`src/rtl/dot_host_driver.sv`:
```
`default_nettype none
// ============================================================================
// Module      : dot_host_driver
// Description : Host-side initiator for the 4-lane 8-bit dot-product
//               accelerator: streams operands, reads back the 18-bit result.
// Revision    : 1.0 - initial release
// ============================================================================
module dot_host_driver #(
    parameter int SETTLE_CYCLES = 2,
    parameter int READ_TIMEOUT  = 16
) (
    input  logic        clk,
    input  logic        rst,
    input  logic        start,
    input  logic [31:0] data_vec,
    input  logic [31:0] weight_vec,
    output logic        busy,
    output logic        done,
    output logic [17:0] result,
    output logic        error,
    output logic [7:0]  bus_byte,
    output logic        bus_sel,
    output logic        bus_valid,
    output logic        rd_req,
    input  logic [9:0]  rsp_word,
    input  logic        rsp_valid
);

    typedef enum logic [2:0] {
        S_IDLE   = 3'd0,
        S_LOAD_D = 3'd1,
        S_LOAD_W = 3'd2,
        S_SETTLE = 3'd3,
        S_READ   = 3'd4,
        S_FIN    = 3'd5
    } state_t;

    localparam logic [7:0] c_settle_last  = 8'(SETTLE_CYCLES - 1);
    localparam logic [7:0] c_timeout_last = 8'(READ_TIMEOUT - 1);

    state_t      r_state;
    state_t      w_next_state;
    logic [7:0]  r_cnt;
    logic [31:0] r_data;
    logic [31:0] r_weight;
    logic [8:0]  r_lo;
    logic [8:0]  r_hi;
    logic        r_lo_flag;
    logic        r_hi_flag;
    logic [17:0] r_result;
    logic        r_error;

    logic [31:0] w_src;
    logic [7:0]  w_byte;
    logic [8:0]  w_lo_val;
    logic [8:0]  w_hi_val;
    logic        w_lo_flag;
    logic        w_hi_flag;
    logic        w_both;

    // Merge this cycle's response with the halves already held so a capture
    // that completes the pair is visible to the exit decision immediately.
    assign w_lo_flag = r_lo_flag | (rsp_valid & rsp_word[9]);
    assign w_hi_flag = r_hi_flag | (rsp_valid & ~rsp_word[9]);
    assign w_lo_val  = (rsp_valid & rsp_word[9])  ? rsp_word[8:0] : r_lo;
    assign w_hi_val  = (rsp_valid & ~rsp_word[9]) ? rsp_word[8:0] : r_hi;
    assign w_both    = w_lo_flag & w_hi_flag;

    assign w_src = (r_state == S_LOAD_W) ? r_weight : r_data;

    always_comb begin
        w_byte = 8'h00;
        case (r_cnt[1:0])
            2'd0:    w_byte = w_src[31:24];
            2'd1:    w_byte = w_src[23:16];
            2'd2:    w_byte = w_src[15:8];
            default: w_byte = w_src[7:0];
        endcase
    end

    assign result = r_result;
    assign error  = r_error;

    always_ff @(posedge clk or posedge rst) begin
        if (rst) begin
            r_state <= S_IDLE;
        end else begin
            r_state <= w_next_state;
        end
    end

    always_comb begin
        w_next_state = r_state;
        busy         = 1'b1;
        done         = 1'b0;
        bus_valid    = 1'b0;
        bus_sel      = 1'b0;
        bus_byte     = 8'h00;
        rd_req       = 1'b0;
        case (r_state)
            S_IDLE: begin
                busy = 1'b0;
                if (start) begin
                    w_next_state = S_LOAD_D;
                end
            end
            S_LOAD_D: begin
                bus_valid = 1'b1;
                bus_byte  = w_byte;
                if (r_cnt[1:0] == 2'd3) begin
                    w_next_state = S_LOAD_W;
                end
            end
            S_LOAD_W: begin
                bus_valid = 1'b1;
                bus_sel   = 1'b1;
                bus_byte  = w_byte;
                if (r_cnt[1:0] == 2'd3) begin
                    w_next_state = S_SETTLE;
                end
            end
            S_SETTLE: begin
                if (r_cnt == c_settle_last) begin
                    w_next_state = S_READ;
                end
            end
            S_READ: begin
                rd_req = 1'b1;
                if (w_both || (r_cnt == c_timeout_last)) begin
                    w_next_state = S_FIN;
                end
            end
            S_FIN: begin
                done         = 1'b1;
                w_next_state = S_IDLE;
            end
            default: begin
                w_next_state = S_IDLE;
            end
        endcase
    end

    // One shared counter: it restarts on every state change.
    always_ff @(posedge clk or posedge rst) begin
        if (rst) begin
            r_cnt     <= 8'h00;
            r_data    <= 32'h0;
            r_weight  <= 32'h0;
            r_lo      <= 9'h000;
            r_hi      <= 9'h000;
            r_lo_flag <= 1'b0;
            r_hi_flag <= 1'b0;
            r_result  <= 18'h0;
            r_error   <= 1'b0;
        end else begin
            if (w_next_state != r_state) begin
                r_cnt <= 8'h00;
            end else begin
                r_cnt <= r_cnt + 8'h01;
            end
            if ((r_state == S_IDLE) && start) begin
                r_data    <= data_vec;
                r_weight  <= weight_vec;
                r_lo_flag <= 1'b0;
                r_hi_flag <= 1'b0;
            end
            if (r_state == S_READ) begin
                r_lo      <= w_lo_val;
                r_hi      <= w_hi_val;
                r_lo_flag <= w_lo_flag;
                r_hi_flag <= w_hi_flag;
                if (w_next_state == S_FIN) begin
                    r_error  <= ~w_both;
                    r_result <= w_both ? {w_hi_val, w_lo_val} : 18'h0;
                end
            end
        end
    end

endmodule
`default_nettype wire

```
`config.mk`:
```
export PLATFORM = sky130hd
export DESIGN_NAME = dot_host_driver
export DESIGN_NICKNAME = d
export VERILOG_FILES = /design/src/rtl/dot_host_driver.sv
export SDC_FILE = /design/constraint.sdc
export NUM_CORES = 1
export LEC_CHECK = 0
export CAP_MARGIN = 40
export CORE_MARGIN = 2
export CORE_UTILIZATION = 35
export DETAILED_ROUTE_END_ITERATION = 6
export PLACE_DENSITY_LB_ADDON = 0.08
export SETUP_SLACK_MARGIN = 0.4
export SYNTH_ARGS = -nofsm -noshare
export SYNTH_HDL_FRONTEND = slang
export SYNTH_SLANG_ARGS = --single-unit
```
`constraint.sdc`:
```
create_clock -name clk -period 5.55 [get_ports clk]
set_input_delay 1.11 -clock clk [delete_from_list [all_inputs] [get_ports clk]]
set_output_delay 1.11 -clock clk [all_outputs]
set_load 0.03 [all_outputs]
```
Yosys cells after proc, flatten, opt, wreduce, memory -nomap -nowiden:

Index checks and enable logic that the tools add are counted.

* muxes and demuxes: 21
* reductions and logical operators: 7
* equal/unequal tests: 12
* add/sub/neg operators: 1
* bitwise logic cells: 7

Operator list (count)
* $mux 32: 1
* $pmux 8 s3: 1
* $mux 18: 1
* $mux 9: 2
* $mux 8: 2
* $mux 3: 5
* $pmux 3 s5: 1
* $eq 3x3->1 const B: 3
* $add 8x1->8 const B: 1
* $eq 8x1->1 const B: 1
* $eq 8x4->1 const B: 1
* $mux 1: 8
* $eq 3x2->1 const B: 2
* $eq 2x2->1 const B: 2
* $and 1x1->1: 3
* $eq 3x1->1 const B: 1
* $logic_not 3->1: 1
* $ne 3x3->1: 1
* $eq 2x1->1 const B: 1
* $logic_not 2->1: 1
* $not 1->1: 2
* $or 1x1->1: 2
* $reduce_and 2->1: 1
* $reduce_bool 2->1: 1
* other kinds (3): 3

* output and inout port bits: 32
* register bits: 114

Depth between registers and ports, before layout:

Gate-level depths: netlist (run 1).

* word-level depth: 9
* gate-level depth with buffers: 7

Worst setup path after synthesis (run 1):

OpenSTA, ideal clock, no wires.

* kind: register -> output
* start point: register r_state[0]
* end point: output port bus_byte[6]
* data arrival time: 2.182 ns
* path slack: 2.258 ns
* cell stages (with the launch flop): 8
* required time: 4.440 ns
* path through: dfrtp_1 or3b_1 buf_2 inv_2 buf_4 a221o_1 a221oi_2 a311oi_1

* cells in the longest elaborated chain, start to end: 4
* elaborated cells between the ends (all ways): 6
* classes of those cells: eq/ne: 2; mux: 3; reduce/logical: 1

RTL lines
* start: declaration: line 41 `state_t r_state;`
* start signal: assignment: line 88 `r_state <= w_next_state;`
* $eq 3x2->1: line 69, 100
* $mux 32: line 69 `assign w_src = (r_state == S_LOAD_W) ? r_weight : r_data;`
* $pmux 8 s3: line 73 `case (r_cnt[1:0])`
* $mux 8 *: line 100 `case (r_state)`
* end: declaration: line 21 `output logic [7:0] bus_byte,`

Every way passes the cells marked *; elsewhere a longest branch is shown, timed or not.

Worst setup path in the final report (run 1):

* start point: register r_state[1]
* end point: output port bus_byte[4]

The elaborated chain is that of the path after synthesis.

==> results of run 1 <==
-- path summary, 6_finish.rpt --
path,endpoint,slack (ns),cells after the start
worst max-delay path,bus_byte[4],1.06,6
worst min register to register,result[13],0.48,1
worst min-delay path,result[13],0.48,1
worst max register to register,r_data[11],2.91,4
max in group asynchronous,r_lo[7],3.46,4
min in group asynchronous,r_weight[18],1.00,2
-- stage by stage --
step                       util  total power (W)
final                     0.484          0.00426
after CTS                 0.484          0.00432
after global routing      0.484          0.00453
after floorplan               -          0.00263
after detailed placement  0.443          0.00320
after global placement    0.441          0.00318
-- cell usage after synthesis (all sizes together), types with 8 or more instances --
| library cell | n |
|---|---|
| dfrtp | 114 |
| o2bb2ai | 18 |
| inv | 14 |
| nor2 | 9 |
| mux2 | 83 |
| nand2 | 17 |
| a21oi | 9 |
| mux2i | 18 |
| a221o | 8 |
| buf | 17 |
| o21ai | 13 |
| a222oi | 8 |
| nor3 | 8 |
-- flip-flops by register name, indices dropped and copies added (netlist names) --
signal,count
error,1
r_cnt,8
r_data,32
r_hi,9
r_hi_flag,1
r_lo,9
r_lo_flag,1
r_state,3
r_weight,32
result,18
-- critical path: cells and delay by family, from the launching register on --
family,cells,cell delay [ns]
buffers and inverters,2,1.01
multiplexers,1,0.38
AND/OR/NAND/NOR,1,0.62
flip-flops,1,0.56
AO/OA/AOI/OAI,2,0.40
-- per-layer routing --
layer  vias up  part of all wire
met1      1822              0.48
met4         0             0.014
met3        15             0.060
li1       1693                 -
met2       104              0.45
met5         -                 0
-- power groups by stage --
stage	combinational, W	clock, W	sequential [W]
finish	0.00171	0.00109	0.00147
global route	0.00185	0.00116	0.00152
CTS	0.00174	0.00111	0.00147
detailed placement	0.00173	0	0.00148
global placement	0.00170	0	0.00147
floorplan	0.00113	0	0.00150
-- final cells by class --
type | instances | area share
flip-flops and latches | 114 | 0.407
multi-input cells | 244 | 0.304
repair buffers | 114 | 0.164
clock buffers | 27 | 0.0746
well taps | 184 | 0.0328
clock inverters | 4 | 0.00999
inverters | 14 | 0.00785
-- layout by cell type (no fill, tap or decap), drive strengths merged, types with 3 or more instances in the layout --
| cell type | instances |
|---|---|
| dfrtp | 114 |
| clkdlybuf4s50 | 109 |
| mux2 | 83 |
| clkbuf | 27 |
| mux2i | 18 |
| o2bb2ai | 18 |
| nand2 | 17 |
| inv | 14 |
| o21ai | 13 |
| a21oi | 9 |
| nor2 | 9 |
| nor3 | 8 |
| a221o | 8 |
| a222oi | 8 |
| a311oi | 5 |
| buf | 5 |
| nand3 | 4 |
| xnor2 | 4 |
| ha | 4 |
| a221oi | 4 |
| nor2b | 3 |
| xor2 | 3 |
| o21a | 3 |
-- kinds of logic after synthesis --
family / share of synthesized area
adders and majority gates: 0.00968
AOI/OAI and AO/OA: 0.117
muxes: 0.216
buffers and inverters: 0.0363
DFF: 0.552
xor gates and xnor gates: 0.0119
and+or+nand+nor: 0.0585
==> impl_results.md, run 1 <==
- Outcome: finished, final reports clean
- TritonCTS Buffers: 17
- Seq pwr share: 0.344
- Highest clock rate: 223 MHz
- FFs w/ async S/R, synth: 1.00
- Setup violations, final: 0
- Worst Hold Class: register to register
- Yosys cell types: 47
- Crit path max fanout: 16
- Final hold vios: 0
- First-pass GRT wire length: 20,400 um
- Post-CTS setup buffer count: 0
- Seq/Total Area, Yosys: 0.552
- RSZ-0062 raised after global routing: no
- EDFF count, synth: 0
- Arr. time, crit path: 3.38 ns
- Mean Syn Cell Area: 13.1 sq um
- Max clock buf depth: 2
- Met2 GRT Util: 0.244
- Routed WL per cell: 17.8 um
- Ant diodes: 0
- Die height: 126 um
- Worst-path clk slew: 0.05 ns
- Core area: 14,500 sq um
- Hold_buf cts: 0
- GRT busiest layer: met2
- Pint: 0.00280 W
- Largest net degree at the start of global routing: 63
- Yosys warning count: 0
- Core Rows: 44
- Top FF cell, synth: dfrtp_1
- Final slew viol count: 0
- Synth Cell Area: 5170 sq um
- Clk_lat worst skew: 0.41 ns
- Max-slew headroom: 0.451
- CP endpoint kind: primary output
- CP cell instances: or3b_1 > inv_2 > mux2_2 > a221oi_1 > a311oi_1 > clkdlybuf4s50_1
- Io pins: 110
- Worst-Margin Slew: 0.824 ns
- Layout cells sized above 1: 0.238
- Sw power: 0.00146 W
- Clk sinks: 114
- Grt total ovfl: 0
- Routed via count: 3,634
- Initial antenna violation count: 0
- CTS tree: built
- Placed Area: 6420 sq um
- Footprint of the multi-input gates: 2130 sq um
- Die area: 15,800 sq um
- Top cell type's share of synthesized area: 0.552
- Die width: 126 um
- Finished Cell Area: 7010 sq um
- Switching share of power: 0.342
- Vias in the first global route: 3,757
- GPL Wtd Cong: 0.762
- Post-DP HPWL: 8270 um
- Met1 Resource Use GR: 0.227
- P_leak: 2.92 nW
- Hold path startpoint: result[13]
- Maximum VDD drop: 272 uV
- Post-route DRC: 0
- Initial DRC Count: 239
- PwrDens: 608 nW/um^2
- Fill count: 1,295
- Fin cells: 701
- # resized after CTS: 0
- Combinational Power Share: 0.401
- WP data required: 4.44 ns
- Worst Setup SP: r_state[1]
- Slowest stage delay, CP: 0.65 ns
- DR vias/cell: 5.18
- Synth Instances: 395
- Iteration count of the initial detailed-routing pass: 4
- Starting Density: 0.357
- Hold Slack: 0.483 ns
- Critical R2R Launch: r_state[1]
- Number of nets in the layout: 587
- Final worst-path cycle share: 0.810
- Synthesis-to-layout area growth: 35.6%
- Antenna-violating nets left: 0
- Storage element area: 2850 sq um
- M3 GR Usage: 0.0569
- Syn nets: 477
- GRT Total Usage: 0.165
- DP Worst Slack: 1.42 ns
- Final worst-path setup slack: 1.06 ns
- Clk pwr share: 0.255
- Htree depth: 4
- Synth area leader: dfrtp_1
- CP startpoint kind: register
- Synth Register Bits: 114
- Dpl cells: 670
- Max-cap violations: 0
- Tmin final: 4.49 ns
- Slowest CP cell: clkdlybuf4s50_1
- Setup TNS: 0 ns
- Post-Route WL: 12,500 um
- Top cells by area, synth: dfrtp_1, mux2_2, mux2i_1
- Setup CP Type: register to primary output
- Port bufs: 109
- Clock Tree Root: clkbuf_16
- Final Skew: 0.00441 ns
(Power assumes the default switching activity.)
==> run 2: changes to the inputs <==
==> constraint.sdc (replaced) <==
create_clock -name clk -period 3.8 [get_ports clk]
set_input_delay 0.76 -clock clk [delete_from_list [all_inputs] [get_ports clk]]
set_output_delay 0.76 -clock clk [all_outputs]
set_load 0.03 [all_outputs]
==> impl_results.md, run 2 (synthesized netlist as in run 1, its figures left out) <==
- Outcome: finished, final reports clean
- Worst-Margin Slew: 0.652 ns (-0.172 ns)
- Clk pwr share: 0.230 (-0.025)
- Io pins: 110 (unchanged)
- Slowest CP cell: or3b_1
- Sw power: 0.00218 W (+49%)
- Maximum VDD drop: 398 uV (+46%)
- RSZ-0062 raised after global routing: yes
- Max clock buf depth: 2 (unchanged)
- Highest clock rate: 302 MHz
- Post-Route WL: 12,700 um (+1.9%)
- CP endpoint kind: primary output
- Commonest cells after routing, fill and taps aside: dfrtp_1, clkdlybuf4s50_1, mux2_2
- Htree depth: 4 (unchanged)
- WP data required: 3.04 ns (-1.40 ns)
- Worst-path clk slew: 0.05 ns (about the same)
- CP cell instances: or3b_1 > inv_4 > mux2_2 > a221oi_2 > a311oi_1 > dlygate4sd2_1
- Initial DRC Count: 178 (-26%)
- DR vias/cell: 5.05 (-2.6%)
- Port bufs: 109 (unchanged)
- Die area: 15,800 sq um (unchanged)
- Core Rows: 44 (unchanged)
- Setup CP Type: register to primary output
- P_leak: 2.98 nW (+1.7%)
- Largest net degree at the start of global routing: 60 (-4.8%)
- Die width: 126 um (unchanged)
- Post-CTS setup buffer count: 0 (unchanged)
- Post-route DRC: 0 (unchanged)
- PwrDens: 868 nW/um^2 (+43%)
- Slowest stage delay, CP: 0.44 ns (-0.21 ns)
- Clock Tree Root: clkbuf_16
- CP startpoint kind: register
- Max-cap violations: 0 (unchanged)
- Setup violations, final: 0 (unchanged)
- Tmin final: 3.32 ns
- GRT Total Usage: 0.170 (+0.00453)
- Worst Hold Class: register to register
- Seq pwr share: 0.348 (+0.004)
- Routed via count: 3,571 (-1.7%)
- Routed WL per cell: 18.0 um (+1.0%)
- Synthesis-to-layout area growth: 36.0%
- Combinational Power Share: 0.422 (+0.021)
- Final Skew: 0.00554 ns (+0.00114 ns)
- Iteration count of the initial detailed-routing pass: 4 (unchanged)
- Flop2flop setup slack: 1.68 ns (-1.23 ns)
- Setup TNS: 0 ns (unchanged)
- Antenna-violating nets left: 0 (unchanged)
- Most common cell after layout, fill and taps aside: dfrtp_1
- Final hold vios: 0 (unchanged)
- Dpl cells: 678 (+1.2%)
- Vias in the first global route: 3,920 (+4.3%)
- Number of nets in the layout: 595 (+1.4%)
- Layout cells sized above 1: 0.260 (+0.0221)
- Core area: 14,500 sq um (unchanged)
- Die height: 126 um (unchanged)
- TritonCTS Buffers: 17 (unchanged)
- Clk sinks: 114 (unchanged)
- Initial antenna violation count: 0 (unchanged)
- CTS tree: built
- Starting Density: 0.357 (unchanged)
- Hold_buf cts: 0 (unchanged)
- Ant diodes: 0 (unchanged)
- Final slew viol count: 0 (unchanged)
- Clk_lat worst skew: 0.42 ns (about the same)
- First-pass GRT wire length: 20,800 um (+2.0%)
- Grt total ovfl: 0 (unchanged)
- Fin cells: 707 (+0.86%)
- GPL Wtd Cong: 0.717 (-5.9%)
- Crit path max fanout: 16 (unchanged)
- Max-slew headroom: 0.563 (+0.113)
- Final worst-path cycle share: 0.872
- Switching share of power: 0.356 (+0.0139)
- Post-DP HPWL: 8560 um (+3.5%)
- Arr. time, crit path: 2.56 ns (-0.82 ns)
- Pint: 0.00393 W (+40%)
[run 2: cell types whose count changed in the layout (fill, tap and decap cells not counted), moves of 3 or more]
cell,previous run,this run
dlygate4sd2_1,0,6
ha_4,0,3
buf_4,4,12
clkdlybuf4s50_1,109,101
ha_1,4,1
clkinv_2,2,5
[run 2: final timing paths]
check / start / endpoint / cells past startpoint
setup / recovery: r_state[0] / bus_byte[4] / 6
hold / removal: result[12] / result[12] / 1
setup reg to reg: r_cnt[1] / r_cnt[7] / 6
hold reg to reg: result[12] / result[12] / 1
max in group asynchronous: rst / r_state[2] / 3
min in group asynchronous: rst / result[6] / 2
[run 2: cell type report]
type / instances / area, sq um
fillers: 1275 / 7440
clock inverters: 6 / 32.5
flip-flops and latches: 114 / 2850
inverters: 14 / 58.8
well taps: 184 / 230
repair buffers: 122 / 1200
clock buffers: 23 / 488
multi-input cells: 244 / 2180
[run 2: timing repair]
action / in CTS / in global routing
gates cloned: 0 / 0
resized for setup: 14 / 3
endpoints found under the setup margin: 8 / 3
[run 2: power by group through the flow]
stage	Sequential, W	Combinational [W]	Clock (W)
4_1_cts	0.00213	0.00261	0.00144
2_1_floorplan	0.00219	0.00166	0
3_5_place_dp	0.00213	0.00260	0
6_report	0.00213	0.00258	0.00141
5_1_grt	0.00220	0.00279	0.00150
3_3_place_gp	0.00214	0.00254	0
[run 2: routing by layer]
metal	vias to the layer above	track usage	routed length, um
met1	1758	0.219	5910
met4	0	0.0686	187
met3	15	0.0573	692
met5	-	0	0
li1	1708	-	-
met2	90	0.263	5910
[run 2: worst max-delay path: cells and delay by family, from the launching register on]
| family | cells | cell delay (ns) |
|---|---|---|
| simple gates | 1 | 0.44 |
| buf+inv | 2 | 0.57 |
| flops | 1 | 0.37 |
| mux | 1 | 0.38 |
| compound gates | 2 | 0.39 |
[run 2: through the flow]
stage	area (sq um)	hold slack, ns	util	total power, W	worst slack [ns]
after floorplan	5180	0.470	-	0.00385	0.858
after global placement	6470	0.476	0.447	0.00468	0.633
after detailed placement	6470	0.474	0.447	0.00473	0.520
after CTS	7030	0.489	0.485	0.00618	0.393
after global routing	7040	0.505	0.486	0.00649	0.363
final	7040	0.483	0.486	0.00611	0.485
==> run 3: changes to the inputs <==
--- a/config.mk
+++ b/config.mk
@@ -10,6 +10,7 @@
 export CORE_UTILIZATION = 35
 export DETAILED_ROUTE_END_ITERATION = 6
 export PLACE_DENSITY_LB_ADDON = 0.08
+export REMOVE_ABC_BUFFERS = 1
 export SETUP_SLACK_MARGIN = 0.4
 export SYNTH_ARGS = -nofsm -noshare
 export SYNTH_HDL_FRONTEND = slang
==> impl_results.md, run 3 (synthesized netlist as in run 1, its figures left out) <==
- Die width: 126 um (unchanged)
- Port bufs: 109 (unchanged)
- P_leak: 3.01 nW (+1.3%)
- Initial DRC Count: 175 (-1.7%)
- Most common cell after layout, fill and taps aside: dfrtp_1
- Pint: 0.00416 W (+5.7%)
- Max-slew headroom: 0.552 (-0.0108)
- Storage element area: 2850 sq um (unchanged)
- GPL Wtd Cong: 0.738 (+2.9%)
- Hold_buf cts: 0 (unchanged)
- Highest clock rate: 303 MHz (+0.52%)
- Synthesis-to-layout area growth: 38.0%
- Post-route DRC: 0 (unchanged)
- Switching share of power: 0.341 (-0.0155)
- Post-Route WL: 12,300 um (-3.2%)
- Hold worst-path end: result[12]
- Max clock buf depth: 2 (unchanged)
- Grt total ovfl: 0 (unchanged)
- RSZ-0062 raised after global routing: yes
- WP data required: 3.04 ns (about the same)
- Finished Cell Area: 7140 sq um (+1.4%)
- First-pass GRT wire length: 20,600 um (-0.90%)
- Final worst-path cycle share: 0.868 (-0.00452)
- Clk_lat worst skew: 0.40 ns (-0.02 ns)
- Io pins: 110 (unchanged)
- Post-DP HPWL: 8200 um (-4.3%)
- Starting Density: 0.357 (unchanged)
- Post-CTS setup buffer count: 0 (unchanged)
- Number of cells on the worst hold path: 1 (unchanged)
- Final Skew: 0.00556 ns (+0.0000133 ns)
- PwrDens: 884 nW/um^2 (+1.8%)
- Routed WL per cell: 17.3 um (-3.6%)
- Final slew viol count: 0 (unchanged)
- Htree depth: 4 (unchanged)
- Placed Area: 6500 sq um (+0.48%)
- Fill count: 1,284 (+0.71%)
- CP endpoint kind: primary output
- TritonCTS Buffers: 17 (unchanged)
- Final hold vios: 0 (unchanged)
- Number of nets in the layout: 595 (unchanged)
- CP startpoint kind: register
- # resized after CTS: 10 (-4)
- Core Rows: 44 (unchanged)
- Clock Tree Root: clkbuf_16
- Hold path startpoint: result[12]
- GRT Total Usage: 0.166 (-0.00373)
- Worst-Margin Slew: 0.669 ns (+0.0161 ns)
- Critical R2R Launch: r_cnt[0]
- Reg2Reg Depth: 7 (+1)
- Arr. time, crit path: 2.54 ns (-0.02 ns)
- Ant diodes: 0 (unchanged)
- Die height: 126 um (unchanged)
- Largest net degree at the start of global routing: 69 (+15%)
- Flop2flop setup slack: 1.69 ns (about the same)
- Initial antenna violation count: 0 (unchanged)
- Antenna-violating nets left: 0 (unchanged)
- Core area: 14,500 sq um (unchanged)
- Layout cells sized above 1: 0.260 (+0.000418)
- Commonest cells after routing, fill and taps aside: dfrtp_1, clkdlybuf4s50_1, mux2_2
- Outcome: finished, final reports clean
- Crit path max fanout: 16 (unchanged)
- Vias in the first global route: 3,941 (+0.54%)
- Tmin final: 3.30 ns (-0.0172 ns)
- Die area: 15,800 sq um (unchanged)
- Worst Hold Class: register to register
- Setup CP Type: register to primary output
- Clk sinks: 114 (unchanged)
- Footprint of the multi-input gates: 2150 sq um (-1.3%)
- Routed via count: 3,618 (+1.3%)
- Combinational Power Share: 0.404 (-0.018)
- Setup violations, final: 0 (unchanged)
- DR vias/cell: 5.10 (+0.89%)
- Worst-path clk slew: 0.05 ns (about the same)
- Setup TNS: 0 ns (unchanged)
- Worst r2r dst: result[15]
- Max-cap violations: 0 (unchanged)
- Iteration count of the initial detailed-routing pass: 6 (+2)
- CTS tree: built
- Sw power: 0.00215 W (-1.3%)
- Worst Setup SP: r_state[0]
- Clk pwr share: 0.263 (+0.033)
- Maximum VDD drop: 397 uV (-0.11%)
- Seq pwr share: 0.333 (-0.015)
## run 3: cell count changes in the layout (fill, tap and decap cells not counted), sizes merged
| cell | change |
|---|---|
| bufinv | +4 |
| dlymetal6s2s | -1 |
## run 3: layout make-up
cell class | instances | share of cell area
Timing Repair Buffer | 122 | 0.171
Clock inverter | 10 | 0.0219
Sequential cell | 114 | 0.400
Tap cell | 184 | 0.0323
Clock buffer | 22 | 0.0651
Multi-Input combinational cell | 244 | 0.301
Inverter | 14 | 0.00859
## run 3: power groups by stage
stage,logic [W],registers [W],clock network [W]
2_1_floorplan,0.00156,0.00222,0
3_5_place_dp,0.00261,0.00212,0
3_3_place_gp,0.00256,0.00211,0
6_report,0.00255,0.00210,0.00166
5_1_grt,0.00277,0.00218,0.00176
4_1_cts,0.00257,0.00211,0.00169
## run 3: per-stage QoR
step / util / cells / total power, W / setup slack [ns] / hold WS [ns]
floorplan: - / 372 / 0.00378 / 0.0243 / 0.470
global placement: 0.447 / 677 / 0.00467 / 0.529 / 0.474
detailed placement: 0.449 / 678 / 0.00473 / 0.408 / 0.472
CTS: 0.492 / 710 / 0.00637 / 0.449 / 0.496
global route: 0.493 / 710 / 0.00671 / 0.363 / 0.507
finish: 0.493 / 710 / 0.00630 / 0.502 / 0.491
## run 3: worst max-delay path: stages (launching register included)
cell and delay, ns:
dfrtp_1 0.37, or3b_1 0.43, inv_4 0.21, mux2_2 0.36, a221oi_1 0.29, a311oi_1 0.09, dlygate4sd2_1 0.37
## run 3: worst max path at each step
stage / to
2_1_floorplan: error
3_3_place_gp: bus_byte[3]
3_5_place_dp: bus_byte[3]
4_1_cts: bus_byte[7]
5_1_grt: bus_byte[4]
6_report: bus_byte[4]
## run 3: metal layers
layer	wire (um)	GRT usage
met4	136	0.0503
met1	5590	0.216
met2	5750	0.265
met3	819	0.0543
met5	0	0
